## src/rtl/pipeline_if_pkg.sv

```systemverilog
// Shared definitions for the instruction-fetch stage: state encodings, PC step
// and the bubble word.
package pipeline_if_pkg;

  typedef enum logic [1:0] {
    IF_S_REQ   = 2'd0,
    IF_S_HOLD  = 2'd1,
    IF_S_DRAIN = 2'd2
  } if_state_e;

  localparam logic [31:0] IF_PC_STEP  = 32'd4;
  localparam logic [31:0] IF_NOP_WORD = 32'h0000_0000;
  localparam logic [31:0] IF_RESET_PC = 32'h0000_0000;
  localparam logic [31:0] ZERO_WORD   = 32'h0000_0000;

  function automatic logic [31:0] pc_next(input logic [31:0] pc);
    return pc + IF_PC_STEP;
  endfunction

endpackage

```

## src/rtl/pipeline_if_if.sv

```systemverilog
// Fetch-stage bus: instruction-memory request/ack pair plus the inst/pc pair
// handed to decode.
interface pipeline_if_if;
  // imem_req_o marks a request on imem_addr_o; the address is held until the
  // cycle imem_ack_i is seen high at a posedge, and imem_data_i is valid in
  // that same cycle. Only one request is ever outstanding.
  logic        imem_req_o;
  logic [31:0] imem_addr_o;
  logic        imem_ack_i;
  logic [31:0] imem_data_i;
  logic [31:0] inst_o;
  logic [31:0] pc_o;

  modport master (
    output imem_req_o, imem_addr_o, inst_o, pc_o,
    input  imem_ack_i, imem_data_i
  );

  modport slave (
    input  imem_req_o, imem_addr_o, inst_o, pc_o,
    output imem_ack_i, imem_data_i
  );
endinterface

```

## src/rtl/pipeline_if.sv

```systemverilog
// Instruction-fetch stage: owns the fetch PC, a single-outstanding imem
// handshake and a one-entry hold buffer for decode stalls and branch redirects.
module pipeline_if
  import pipeline_if_pkg::*;
#(
  parameter logic [31:0] RESET_PC = IF_RESET_PC,
  parameter logic [31:0] NOP_INST = IF_NOP_WORD
) (
  input  logic             clk,
  input  logic             rst,
  input  logic [4:0]       stall_i,
  input  logic [4:0]       flush_i,
  input  logic             branch_e_i,
  input  logic [31:0]      branch_addr_i,
  output logic             stall_o,
  output if_state_e        state_o,
  pipeline_if_if.master    bus
);

  if_state_e   r_state;
  logic        r_req;
  logic [31:0] r_addr;
  logic [31:0] r_inst;
  logic [31:0] r_pc;
  logic        r_buf_valid;
  logic [31:0] r_buf_inst;
  logic [31:0] r_buf_pc;
  logic [31:0] r_target;

  logic        w_hold;
  logic        w_flush;
  logic        w_ack;
  logic        w_in_flight;
  logic [31:0] w_target;
  logic        w_unused;

  assign w_hold      = stall_i[0] | stall_i[1];
  assign w_flush     = flush_i[0];
  // An ack only counts while a request is actually being driven.
  assign w_ack       = bus.imem_ack_i & r_req;
  assign w_in_flight = r_req & ~w_ack;
  assign w_target    = {branch_addr_i[31:2], 2'b00};
  assign w_unused    = ^{stall_i[4:2], flush_i[4:1], branch_addr_i[1:0]};

  always_ff @(posedge clk or posedge rst) begin
    if (rst) begin
      r_state     <= IF_S_REQ;
      r_req       <= 1'b0;
      r_addr      <= RESET_PC;
      r_inst      <= NOP_INST;
      r_pc        <= ZERO_WORD;
      r_buf_valid <= 1'b0;
      r_buf_inst  <= NOP_INST;
      r_buf_pc    <= ZERO_WORD;
      r_target    <= RESET_PC;
    end else if (branch_e_i) begin
      r_inst      <= NOP_INST;
      r_buf_valid <= 1'b0;
      r_target    <= w_target;
      r_req       <= 1'b1;
      // A request still waiting for its ack must be drained before redirecting.
      if (w_in_flight) begin
        r_state <= IF_S_DRAIN;
      end else begin
        r_addr  <= w_target;
        r_state <= IF_S_REQ;
      end
    end else begin
      case (r_state)
        IF_S_REQ: begin
          r_req <= 1'b1;
          if (w_ack && (w_hold || w_flush)) begin
            r_buf_inst  <= bus.imem_data_i;
            r_buf_pc    <= r_addr;
            r_buf_valid <= 1'b1;
            r_state     <= IF_S_HOLD;
            r_req       <= 1'b0;
            if (!w_hold) r_inst <= NOP_INST;
          end else if (w_ack) begin
            r_inst <= bus.imem_data_i;
            r_pc   <= r_addr;
            r_addr <= pc_next(r_addr);
          end else if (!w_hold) begin
            r_inst <= NOP_INST;
          end
        end
        IF_S_HOLD: begin
          if (!w_hold && w_flush) begin
            r_inst <= NOP_INST;
          end else if (!w_hold) begin
            r_inst      <= r_buf_valid ? r_buf_inst : NOP_INST;
            r_pc        <= r_buf_pc;
            r_addr      <= pc_next(r_buf_pc);
            r_buf_valid <= 1'b0;
            r_state     <= IF_S_REQ;
            r_req       <= 1'b1;
          end
        end
        IF_S_DRAIN: begin
          r_inst <= NOP_INST;
          if (w_ack) begin
            r_addr  <= r_target;
            r_state <= IF_S_REQ;
          end
        end
        default: r_state <= IF_S_REQ;
      endcase
    end
  end

  assign bus.imem_req_o  = r_req;
  assign bus.imem_addr_o = r_addr;
  assign bus.inst_o      = r_inst;
  assign bus.pc_o        = r_pc;
  assign stall_o         = ((r_state == IF_S_REQ) & ~w_ack) | (r_state == IF_S_DRAIN);
  assign state_o         = r_state;

endmodule

```

## src/flat_wrapper.sv

```systemverilog
// flat-port wrapper written by rule: the top's interface ports become plain ports
module pipeline_if_flat import pipeline_if_pkg::*;
#(
  parameter logic [31:0] RESET_PC = IF_RESET_PC,
  parameter logic [31:0] NOP_INST = IF_NOP_WORD
)
  (clk, rst, stall_i, flush_i, branch_e_i, branch_addr_i, stall_o, state_o, bus_imem_req_o, bus_imem_addr_o, bus_inst_o, bus_pc_o, bus_imem_ack_i, bus_imem_data_i);
  pipeline_if_if bus_i ();
  input  logic clk;
  input  logic rst;
  input  logic [4:0] stall_i;
  input  logic [4:0] flush_i;
  input  logic branch_e_i;
  input  logic [31:0] branch_addr_i;
  output logic stall_o;
  output if_state_e state_o;
  output wire logic [$bits(bus_i.imem_req_o)-1:0] bus_imem_req_o;
  output wire logic [$bits(bus_i.imem_addr_o)-1:0] bus_imem_addr_o;
  output wire logic [$bits(bus_i.inst_o)-1:0] bus_inst_o;
  output wire logic [$bits(bus_i.pc_o)-1:0] bus_pc_o;
  input wire logic [$bits(bus_i.imem_ack_i)-1:0] bus_imem_ack_i;
  input wire logic [$bits(bus_i.imem_data_i)-1:0] bus_imem_data_i;
  assign bus_imem_req_o = bus_i.imem_req_o;
  assign bus_imem_addr_o = bus_i.imem_addr_o;
  assign bus_inst_o = bus_i.inst_o;
  assign bus_pc_o = bus_i.pc_o;
  assign bus_i.imem_ack_i = bus_imem_ack_i;
  assign bus_i.imem_data_i = bus_imem_data_i;
  pipeline_if #(.RESET_PC(RESET_PC), .NOP_INST(NOP_INST)) u_core (.clk(clk), .rst(rst), .stall_i(stall_i), .flush_i(flush_i), .branch_e_i(branch_e_i), .branch_addr_i(branch_addr_i), .stall_o(stall_o), .state_o(state_o), .bus(bus_i));
endmodule
```

## config.mk

```make
export PLATFORM = sky130hd
export DESIGN_NAME = pipeline_if_flat
export DESIGN_NICKNAME = d
export VERILOG_FILES = /design/src/rtl/pipeline_if_pkg.sv /design/src/rtl/pipeline_if_if.sv /design/src/rtl/pipeline_if.sv /design/src/flat_wrapper.sv
export SDC_FILE = /design/constraint.sdc
export NUM_CORES = 1
export LEC_CHECK = 0
export ABC_AREA = 1
export CORE_MARGIN = 3
export CORE_UTILIZATION = 50
export CTS_CLUSTER_SIZE = 25
export DETAILED_ROUTE_END_ITERATION = 12
export PLACE_DENSITY = 0.78
export SLEW_MARGIN = 20
export SYNTH_ARGS = -nofsm -noshare
export SYNTH_HDL_FRONTEND = slang
export SYNTH_SLANG_ARGS = --single-unit
```

## constraint.sdc

```tcl
create_clock -name clk -period 7.2 [get_ports clk]
set_input_delay 0.72 -clock clk [delete_from_list [all_inputs] [get_ports clk]]
set_output_delay 0.72 -clock clk [all_outputs]
set_load 0.01 [all_outputs]
```

Word level (Yosys, flattened, before mapping):

Index checks and enable logic that the tools add are counted.

* $mul: 0
* add/sub/neg operators: 2
* muxes and demuxes: 38
* equal/unequal tests: 14
* divide/modulo/power cells: 0
* reductions and logical operators: 15
* shifts and indexed selects: 0
* bitwise logic cells: 7
* $lt $le $gt $ge: 0

Operator list (count)
* 2-to-1 mux 32 bit: 18
* one-hot mux 32 bit (3 select lines): 2
* adder 32 x 3 -> 32 bit, second input constant: 2
* one-hot mux 32 bit (2 select lines): 1
* 2-to-1 mux 2 bit: 6
* inequality test 3 x 2 -> 1 bit, second input constant: 3
* inequality test 3 bit, second input constant: 3
* 2-to-1 mux 1 bit: 8
* inequality test 2 bit, second input constant: 4
* AND reduction 4 bit: 2
* AND reduction 7 bit: 1
* one-hot mux 2 bit (3 select lines): 1
* AND reduction 3 bit: 2
* AND reduction 6 bit: 1
* inequality test 4 bit, second input constant: 1
* one-hot mux 1 bit (2 select lines): 2
* nonzero test 4 bit: 1
* AND 1 bit: 3
* nonzero test 3 bit: 1
* equality test 2 x 1 -> 1 bit, second input constant: 1
* equality test 2 bit, second input constant: 1
* logical AND 1 bit: 2
* zero test 2 bit: 1
* inequality test 2 x 1 -> 1 bit, second input constant: 1
* 6 further kinds: 8

* input bits: 78
* memory bits (writable): 0
* latch bits: 0
* bits in read-only memories: 0
* register bits: 194
* memories: 0

Depth between registers and ports, before layout:

* depth after elaboration: 6
* gate-level depth with buffers: 16

Worst setup path after synthesis:

Ideal clock, no wire load.

* path kind: reg2reg
* from: reg u_core.r_state[1], in the netlist u_core.state_o[1]
* to: reg u_core.r_addr[14], in the netlist u_core.bus.imem_addr_o[14]
* buffers on the path: 2
* path slack: 4.952 ns
* data arrival time: 2.161 ns
* stages on the path, launching flop included: 15
* period minus slack after synthesis: 2.248 ns
* data required time: 7.113 ns
* cell sequence: dfrtp_1 -> inv_1 -> ha_1 -> buf_6 -> buf_8 -> o21ai_2 -> inv_1 -> ha_1 -> nand3_1 -> inv_1 -> nand2_4 -> nor2_8 -> a21oi_1 -> o21ai_0 -> a22oi_1

* longest elaborated chain between the ends: 3
* elaborated cells between the ends (all ways): 12
* classes of those cells: eq/ne: 7; mux: 2; reduce/logical: 3

RTL lines
* from (decl): line pipeline_if.sv:20 `if_state_e r_state;`
* from (signal assigned): line pipeline_if.sv:47 `r_state <= IF_S_REQ;`
* from (signal assigned): line pipeline_if.sv:63 `r_state <= IF_S_DRAIN;`
* from (signal assigned): line pipeline_if.sv:66 `r_state <= IF_S_REQ;`
* equality test 2 bit, or another cell as far along: line pipeline_if.sv:69 `case (r_state)`
* inequality test 3 x 2 -> 1 bit (no line), or another cell as far along
* AND reduction 7 bit (no line) or 2-to-1 mux 32 bit (tied branches)
* to (signal assigned): line pipeline_if.sv:65 `r_addr <= w_target;`
* to (signal assigned): line pipeline_if.sv:82 `r_addr <= pc_next(r_addr);`
* to (signal assigned): line pipeline_if.sv:93 `r_addr <= pc_next(r_buf_pc);`
* to (decl): line pipeline_if.sv:22 `logic [31:0] r_addr;`

Several ways; a longest one is shown, not always the timed one.
A chain may end at the register's enable or synchronous reset.

Worst setup path in the final report:

* from: in stall_i[1]
* to: reg u_core.r_buf_inst[21]

* longest elaborated chain between the ends: 4

RTL lines
* from (decl): line flat_wrapper.sv:11 `input logic [4:0] stall_i;`
* OR 1 bit: line pipeline_if.sv:37 `assign w_hold = stall_i[0] | stall_i[1];`
* logical OR 1 bit: line pipeline_if.sv:72 `if (w_ack && (w_hold || w_flush)) begin`
* logical AND 1 bit: line pipeline_if.sv:72
* AND reduction 3 bit (no line)
* to (signal assigned): line pipeline_if.sv:73 `r_buf_inst <= bus.imem_data_i;`
* to (decl): line pipeline_if.sv:26 `logic [31:0] r_buf_inst;`

No other way between the ends.

==> results.cfg <==
[status]
status = complete, no violations

[floorplanning]
die_x_um = 146
die_h_um = 146
pin_count = 178
num_rows = 50
core_area_um2 = 19000
dieArea_um2 = 21500
initial_core_util_pct = 51.9

[detailed_routing]
wl_mm = 27.2
wl_met3_mm = 2.37
antenna_left = 0
viasPerCell = 5.66
vias = 8825
wl_met1_mm = 12.2
wire_per_inst_um = 17.5
first_iter_violations = 1072
top_layer = met4
drc_errors = 0
dr.pass1.iters = 6
wl_met2_mm = 12.2

[worst_hold_path]
hold_start = u_core.r_target[26]$_DFFE_PP0P_
min_to = u_core.r_target[26]$_DFFE_PP0P_
worst_hold_path_type = flip-flop to flip-flop
hold_depth = 2

[timing]
setup-tns-final_ns = 0
period_share_pct = 49.9
skew_ns = 0.00838
worst_slew_pin_slew_ns = 1.10
whs_ns = 0.463
post-route-min-period_ns = 3.59
fmax_mhz = 278
drv_slew = 0
rsz0062_at_grt = false
setup_viol_count_final = 0
hold_viol_final = 0
max_slew_margin_pct = 26.0

[power]
power.share.clock_pct = 18.1
swShare_pct = 41.9
power_frac_comb_pct = 48.3
p_per_area_nw_per_um2 = 433
leakagePower_nw = 5.47
switchingPower_mw = 2.22
ir_drop_mv = 0.232
p_int_mw = 3.07
seq_power_share_pct = 33.6

[place]
dp_hpwl_mm = 18.1
place.gp.congestion = 0.923
io_buffers = 168
place_inst = 1527
place_area_um2 = 11600

[synth]
synth_seq_cells = 194
syn_area_um2 = 9870
syn_nets = 1237
seq_area_frac_synth_pct = 49.2
syn_avg_cell_area_um2 = 8.54
synth_cells = 1155
yosysUniqueCellTypes = 39
yosysWarnings = 0

[global_route]
antenna_found_initial = 0
grt_pass1_vias = 8432
grt_pass1_wl_mm = 44.5
track_usage_pct = 25.4
grt_max_degree = 138
overflow = 0

[cells_and_area]
drive_gt1_share_pct = 12.1
design_area_um2 = 12200
fillers = 1581
regArea_um2 = 4850
multi_input_area_um2 = 4220
final_common_cell = nand2_1
final_cell_mix = nand2_1, dfrtp_1, clkdlybuf4s50_1
synthToLayoutAreaGrowth_pct = 23.7
antennaDiodeCount = 0
fin_cells = 1558
layout.nets = 1368

[setup_path]
critPathRequiredTime_ns = 7.52
worstSetupStartpointType = input port
crit_path_max_fanout = 46
reg2reg_depth = 14
rr_endpoint = u_core.bus.imem_addr_o[14]$_DFFE_PP0P_
worstReg2RegStart = u_core.state_o[1]$_DFFE_PP0P_
critPathCaptureType = flip-flop
ff2ff_setup_slack_ns = 3.97
crit_type = input port to flip-flop
cp.arrival_ns = 3.91

[clock_tree]
cts_tree = done
path_clk_slew_ns = 0.07
clk_latency_ns = 0.44
cts_sinks = 194
clock_path_buffers = 2
clock-root-buffer = clkbuf_16
numCtsBuffers = 17
h-tree-depth = 4
hold_buffers = 0
cts_resized = 0
cts_setup_buffers = 0

[run]
maxCapViolCount = 0
## worst max-delay path by stage
stage	from	to	slack, ns	cells after the start
2_1_floorplan	rst	u_core.bus.imem_addr_o[0]$_DFFE_PP0P_	1.20	1
3_3_place_gp	stall_i[1]	u_core.bus.pc_o[15]$_DFFE_PP0P_	3.17	11
3_5_place_dp	stall_i[1]	u_core.bus.pc_o[11]$_DFFE_PP0P_	3.10	11
4_1_cts	stall_i[1]	u_core.bus.pc_o[11]$_DFFE_PP0P_	3.57	11
5_1_grt	stall_i[1]	u_core.r_buf_inst[21]$_DFFE_PP0P_	3.37	8
6_report	stall_i[1]	u_core.r_buf_inst[21]$_DFFE_PP0P_	3.61	8
## layer usage
| layer | up-vias | GRT usage [%] |
|---|---|---|
| met4 | 0 | 6.26 |
| met2 | 409 | 37.3 |
| met5 | - | 0 |
| met1 | 4236 | 38.6 |
| li1 | 4142 | - |
| met3 | 38 | 5.37 |
## flip-flops by register name (all words and copies together) (netlist names)
name	cells
u_core.bus.imem_addr_o	32
u_core.bus.pc_o	32
u_core.bus.imem_req_o	1
u_core.r_target	30
u_core.r_buf_inst	32
u_core.r_buf_pc	32
u_core.bus.inst_o	32
u_core.state_o	2
u_core.r_buf_valid	1
## layout make-up
class                           count  share of cell area [%]
Multi-Input combinational cell    770                    34.6
Inverter                          126                    3.94
Clock buffer                       18                    3.52
Tap cell                          260                    2.67
Sequential cell                   194                    39.8
Clock inverter                     13                    1.24
Timing Repair Buffer              177                    14.3
## cells by family (layout without fill, tap and decap cells)
| logic type | count (synthesis) | count (layout) | share of synthesized area [%] |
|---|---|---|---|
| fa+ha+maj | 4 | 4 | 0.507 |
| buf+inv | 191 | 334 | 8.18 |
| flops | 194 | 194 | 49.2 |
| simple gates | 434 | 434 | 19.6 |
| mux | 38 | 38 | 4.34 |
| compound gates | 294 | 294 | 18.1 |
## metrics by stage
step	power (mW)	setup slack [ns]	utilization (%)
5_1_grt	5.67	3.37	64.2
6_report	5.28	3.61	64.2
3_5_place_dp	4.31	3.10	61.1
4_1_cts	5.28	3.57	64.1
2_1_floorplan	3.39	1.20	-
3_3_place_gp	4.23	3.17	61.1
## synthesized netlist by cell type
master    number  area [µm²]
a21oi_1       51         255
a21oi_2        1        8.76
a22oi_1       13        97.6
a22oi_2        3        37.5
a31oi_1       41         257
a41oi_1        3        26.3
and2_1         2        12.5
buf_1          4        15.0
buf_12         1        20.0
buf_2         23         115
buf_6          3        33.8
buf_8          2        30.0
clkbuf_1      32         120
dfrtp_1      194        4850
ha_1           4        50.1
inv_1        117         439
inv_2          9        33.8
mux2_2        38         428
nand2_1      251         942
nand2_2       24         150
nand2_4        6        67.6
nand3_1       42         210
nand3_2        2        20.0
nand3b_1       1        7.51
nand4_1       12        75.1
nor2_1        74         278
nor2_2        11        68.8
nor2_4         7        78.8
nor2_8         1        20.0
o211ai_1       1        7.51
o21a_1         1        7.51
o21ai_0      120         601
o21ai_1        5        25.0
o21ai_2        8        70.1
o221ai_1       1        8.76
o311ai_0       2        17.5
o31ai_1       12        90.1
o32ai_1       32         280
or2_2          1        6.26
## critical path, stage by stage
cell	delay, ns
clkdlybuf4s50_1	0.44
nor2_4	0.63
nand2_1	0.25
inv_2	0.11
nor2_1	0.08
nand2_2	0.64
buf_4	0.61
mux2_2	0.40
## power groups by stage
stage | sequential, mW | clock [mW] | combinational (mW)
2_1_floorplan | 1.84 | 0 | 1.55
3_3_place_gp | 1.78 | 0 | 2.45
3_5_place_dp | 1.79 | 0 | 2.52
4_1_cts | 1.77 | 0.969 | 2.54
5_1_grt | 1.83 | 1.02 | 2.82
6_report | 1.78 | 0.957 | 2.55
(Power assumes the default switching activity.)
